===== src/rtl/quant_sched.sv =====
// Frame-level round-robin scheduler that shares one external quantizer
// between two sample producers and registers the results onto an output stream.
module quant_sched #(
    parameter int N         = 16,
    parameter int FRAME_LEN = 8,
    parameter int CNT_W     = 4
) (
    input  logic         clk,
    input  logic         rst_n,
    input  logic         req0_valid,
    input  logic [N-1:0] req0_data,
    output logic         req0_ready,
    input  logic         req1_valid,
    input  logic [N-1:0] req1_data,
    output logic         req1_ready,
    output logic [N-1:0] q_w,
    output logic         q_clear,
    input  logic [N-1:0] q_z,
    output logic         out_valid,
    output logic [N-1:0] out_data,
    output logic         out_src,
    output logic         out_last,
    input  logic         out_ready,
    output logic         busy,
    output logic [7:0]   frame_cnt
);

    typedef enum logic [1:0] {IDLE, RUN, DRAIN} state_t;

    state_t           state;
    state_t           state_nx;
    logic             owner;
    logic             rr;
    logic [CNT_W-1:0] cnt;
    logic             own_valid;
    logic             own_ready;
    logic             accept;
    logic             at_last;
    logic             pick;

    assign own_valid = owner ? req1_valid : req0_valid;
    assign own_ready = !out_valid || out_ready;
    assign accept    = (state == RUN) && own_valid && own_ready;
    assign at_last   = cnt == CNT_W'(FRAME_LEN - 1);
    // Round-robin preferred requester wins if valid, otherwise the other one.
    assign pick      = (rr ? req1_valid : req0_valid) ? rr : ~rr;

    always_ff @(posedge clk or negedge rst_n) begin
        if (!rst_n) begin
            state <= IDLE;
        end else begin
            state <= state_nx;
        end
    end

    always_comb begin
        state_nx = state;
        unique case (state)
            IDLE: begin
                if (req0_valid || req1_valid) begin
                    state_nx = RUN;
                end
            end
            RUN: begin
                if (accept && at_last) begin
                    state_nx = DRAIN;
                end
            end
            DRAIN: begin
                if (!out_valid || out_ready) begin
                    state_nx = IDLE;
                end
            end
            default: state_nx = IDLE;
        endcase
    end

    always_comb begin
        q_clear    = 1'b1;
        q_w        = '0;
        req0_ready = 1'b0;
        req1_ready = 1'b0;
        busy       = state != IDLE;
        if (state == RUN) begin
            q_clear    = 1'b0;
            q_w        = owner ? req1_data : req0_data;
            req0_ready = !owner && own_ready;
            req1_ready = owner && own_ready;
        end
    end

    always_ff @(posedge clk or negedge rst_n) begin
        if (!rst_n) begin
            owner     <= 1'b0;
            rr        <= 1'b0;
            cnt       <= '0;
            out_valid <= 1'b0;
            out_data  <= '0;
            out_src   <= 1'b0;
            out_last  <= 1'b0;
            frame_cnt <= '0;
        end else begin
            if (state == IDLE && (req0_valid || req1_valid)) begin
                owner <= pick;
                cnt   <= '0;
            end
            if (accept) begin
                out_data  <= q_z;
                out_valid <= 1'b1;
                out_src   <= owner;
                out_last  <= at_last;
                cnt       <= cnt + 1'b1;
                if (at_last) begin
                    rr        <= ~owner;
                    frame_cnt <= frame_cnt + 1'b1;
                end
            end else if (out_ready) begin
                out_valid <= 1'b0;
            end
        end
    end

endmodule


===== config.mk =====
export PLATFORM = sky130hd
export DESIGN_NAME = quant_sched
export DESIGN_NICKNAME = d
export VERILOG_FILES = /design/src/rtl/quant_sched.sv
export SDC_FILE = /design/constraint.sdc
export NUM_CORES = 1
export LEC_CHECK = 0
export CORE_AREA = 2 2 71 73
export CTS_CLUSTER_DIAMETER = 40
export DETAILED_ROUTE_END_ITERATION = 10
export DIE_AREA = 0 0 73 75
export PLACE_DENSITY_LB_ADDON = 0.12
export SLEW_MARGIN = 20
export SYNTH_ARGS = -nofsm -noshare
export SYNTH_HDL_FRONTEND = slang
export SYNTH_SLANG_ARGS = --single-unit

===== constraint.sdc =====
create_clock -name clk -period 1.8 [get_ports clk]
set_input_delay 0.45 -clock clk [delete_from_list [all_inputs] [get_ports clk]]
set_output_delay 0.45 -clock clk [all_outputs]
set_load 0.01 [all_outputs]

==> flow_metrics.env <==
export IMPL_setup_viol=0
export IMPL_gp_congestion=0.704
export IMPL_cpMaxStageDelayCell="dfrtp_2"
export IMPL_synthArstFlopShare=1.00
export IMPL_cap_violations=0
export IMPL_clkSinkCount=35
export IMPL_max_slew_margin=0.734
export IMPL_end_kind="output pin"
export IMPL_route_vias_total=1539
export IMPL_overflow=0
export IMPL_ctsRootBufferMaster="clkbuf_8"
export IMPL_synth_cells=144
export IMPL_die_w_um=73
export IMPL_finalCritPeriodShare=0.991
export IMPL_tightest_slew_ps=394
export IMPL_syn_avg_cell_area_um2=12.1
export IMPL_worstHoldPathType="reg -> reg"
export IMPL_clock_latency_ps=280
export IMPL_pin_count=100
export IMPL_synth_warnings=0
export IMPL_synth_top_area_frac=0.503
export IMPL_cts_tree="done"
export IMPL_diodes=0
export IMPL_drt_iter0_drc=61
export IMPL_worst_path_max_fanout=5
export IMPL_clock_path_buffers=2
export IMPL_grt_max_degree=36
export IMPL_post_drt_wl_per_cell_um=12.7
export IMPL_drt_antenna_violating_nets=0
export IMPL_cp_slowest_stage_delay_ps=460
export IMPL_wl_mm=4.02
export IMPL_synth_main_ff_cell="dfrtp_1"
export IMPL_final_core_util=0.644
export IMPL_fin_worst_skew_ps=2.83
export IMPL_finalHoldViolCount=0
export IMPL_cts_hold_buf=0
export IMPL_p_leak_nw=1.36
export IMPL_finalCriticalPeriod_ps=1780
export IMPL_path_cells="clkbuf_16 > buf_6 > nor3_2 > buf_2"
export IMPL_totalPowerFinal_mw=4.31
export IMPL_cts_buffers=5
export IMPL_ys_seq_area_frac=0.503
export IMPL_place_port_buffers=99
export IMPL_crit_arrival_ps=1330
export IMPL_worstSetupPathType="reg -> out"
export IMPL_dp_hpwl_mm=3.00
export IMPL_nFillCells=385
export IMPL_status="finished, final reports clean"
export IMPL_yosysMostFrequentCell="dfrtp_1"
export IMPL_critPathLaunchType="register"
export IMPL_grt_first_pass_wirelength_mm=6.74
export IMPL_yosysTopAreaCell="dfrtp_1"
export IMPL_power_density_mw_per_mm2=1430
export IMPL_layout_nets=317
export IMPL_core_rowCount=25
export IMPL_required_ps=1350
export IMPL_initial_core_util=0.374
export IMPL_coreArea_mm2=0.00466
export IMPL_irDropWorstVdd_mv=0.645
export IMPL_die_area_mm2=0.00548
export IMPL_grt_pass1_vias=1590
export IMPL_rsz0062_at_grt="yes"
export IMPL_dpl_worst_slack_ps=-518
export IMPL_setup_ws_ps=16.2
export IMPL_firstDrtPassIters=3
export IMPL_h_tree_depth=2
export IMPL_ys_types=34
export IMPL_slew_viol_final=0
export IMPL_viasPerCell=4.85
export IMPL_synthTopCellsByArea="dfrtp_1, mux2_2, mux2i_1"
export IMPL_syn_area_mm2=0.00174
export IMPL_track_usage=0.161
export IMPL_max_clock_freq_ghz=0.561
export IMPL_chipHeight_um=75
export IMPL_ys_top_cells_by_count="dfrtp_1, mux2_2, nor2_1, mux2i_1, xnor2_1"
export IMPL_drive_gt1_frac=0.278
export IMPL_clkTransAtPathRegs_ps=70
export IMPL_synth_fp_nets=199
export IMPL_yosys_register_bits=35
export IMPL_drc=0
export IMPL_synth_edf_count=0
export IMPL_syn_to_final_growth_pct=72.1
export IMPL_antenna_found_initial=0
layout by cell type, fill, tap and decap left out, drive strengths merged, types with 2 or more instances in the layout:
| cell | instances |
|---|---|
| mux2i | 18 |
| xnor2 | 6 |
| nor3 | 2 |
| inv | 4 |
| clkbuf | 9 |
| and3 | 2 |
| buf | 36 |
| o21bai | 2 |
| clkdlybuf4s50 | 78 |
| nor2 | 18 |
| dfrtp | 35 |
| nand4 | 4 |
| mux2 | 20 |
| nand2 | 5 |
| o21ai | 3 |
| ha | 2 |
| nor2b | 2 |
| dlygate4sd2 | 2 |
final timing paths:
path                            slack, ps                     start  cells past startpoint                  endpoint
worst max-delay path                   20         owner$_DFFE_PN0P_                      4                req0_ready
worst min-delay path                  480  frame_cnt[7]$_DFFE_PN0P_                      1  frame_cnt[7]$_DFFE_PN0P_
worst max register to register         70         owner$_DFFE_PN0P_                      6        cnt[2]$_DFFE_PN0P_
worst min register to register        480  frame_cnt[7]$_DFFE_PN0P_                      1  frame_cnt[7]$_DFFE_PN0P_
max in group asynchronous            1070                     rst_n                      2         owner$_DFFE_PN0P_
min in group asynchronous             540                     rst_n                      2  frame_cnt[0]$_DFFE_PN0P_
per-layer routing:
layer / share of wire / vias up / routed length, um / GRT usage
li1: - / 734 / - / -
met3: 0.079 / 8 / 317 / 0.0522
met2: 0.48 / 79 / 1930 / 0.267
met1: 0.42 / 718 / 1700 / 0.191
met5: 0 / - / 0 / 0
met4: 0.021 / 0 / 83 / 0.0720
critical path: cells and delay by family, from the launching register on:
kind	cells	cell delay (ps)
DFF	1	460
and+or+nand+nor	1	150
buffers and inverters	3	440
registers in the layout (all words and copies together), names as in the netlist:
signal     flops
out_last       1
out_data      16
cnt            4
rr             1
state          2
frame_cnt      8
out_valid      1
out_src        1
owner          1
through the flow:
step / hold WS [ps] / area [um^2] / setup TNS [ps] / instances
after floorplan: 154 / 1740 / 0 / 144
after global placement: 461 / 2890 / -16580 / 304
after detailed placement: 474 / 2890 / -17140 / 304
after CTS: 483 / 2960 / -88.5 / 315
after global routing: 504 / 3000 / -166 / 317
final: 480 / 3000 / 0 / 317
cells by family after synthesis:
family | after synthesis | synth area share
AOI/OAI and AO/OA | 10 | 0.0395
xor gates and xnor gates | 7 | 0.0352
adders and majority gates | 2 | 0.0144
buffers and inverters | 12 | 0.0416
DFF | 35 | 0.503
muxes | 38 | 0.240
and+or+nand+nor | 40 | 0.127
timing repair:
action	CTS	global route
gates resized for setup	82	8
endpoints found under the hold margin	0	0
setup endpoints to repair	44	19
pin swaps	1	0
gates cloned	1	1
setup buffers	2	1
power by group:
part           switching (mW)  internal (mW)  leakage [nW]  total (mW)
clock network           0.260          0.271        0.0422       0.531
registers               0.198           1.09         0.427        1.29
logic                    1.01           1.48         0.889        2.48
total                    1.46           2.84          1.36        4.31
cell type report:
class                           count  area, um^2  area share
Sequential cell                    35         877       0.292
Timing Repair Buffer              119        1130       0.378
Clock inverter                      1        5.00     0.00167
Multi-Input combinational cell     97         825       0.275
Clock buffer                        7        76.3      0.0254
Inverter                            4        15.0     0.00500
Tap cell                           54        67.6      0.0225
No activity file was read; power rests on OpenSTA's default activity.
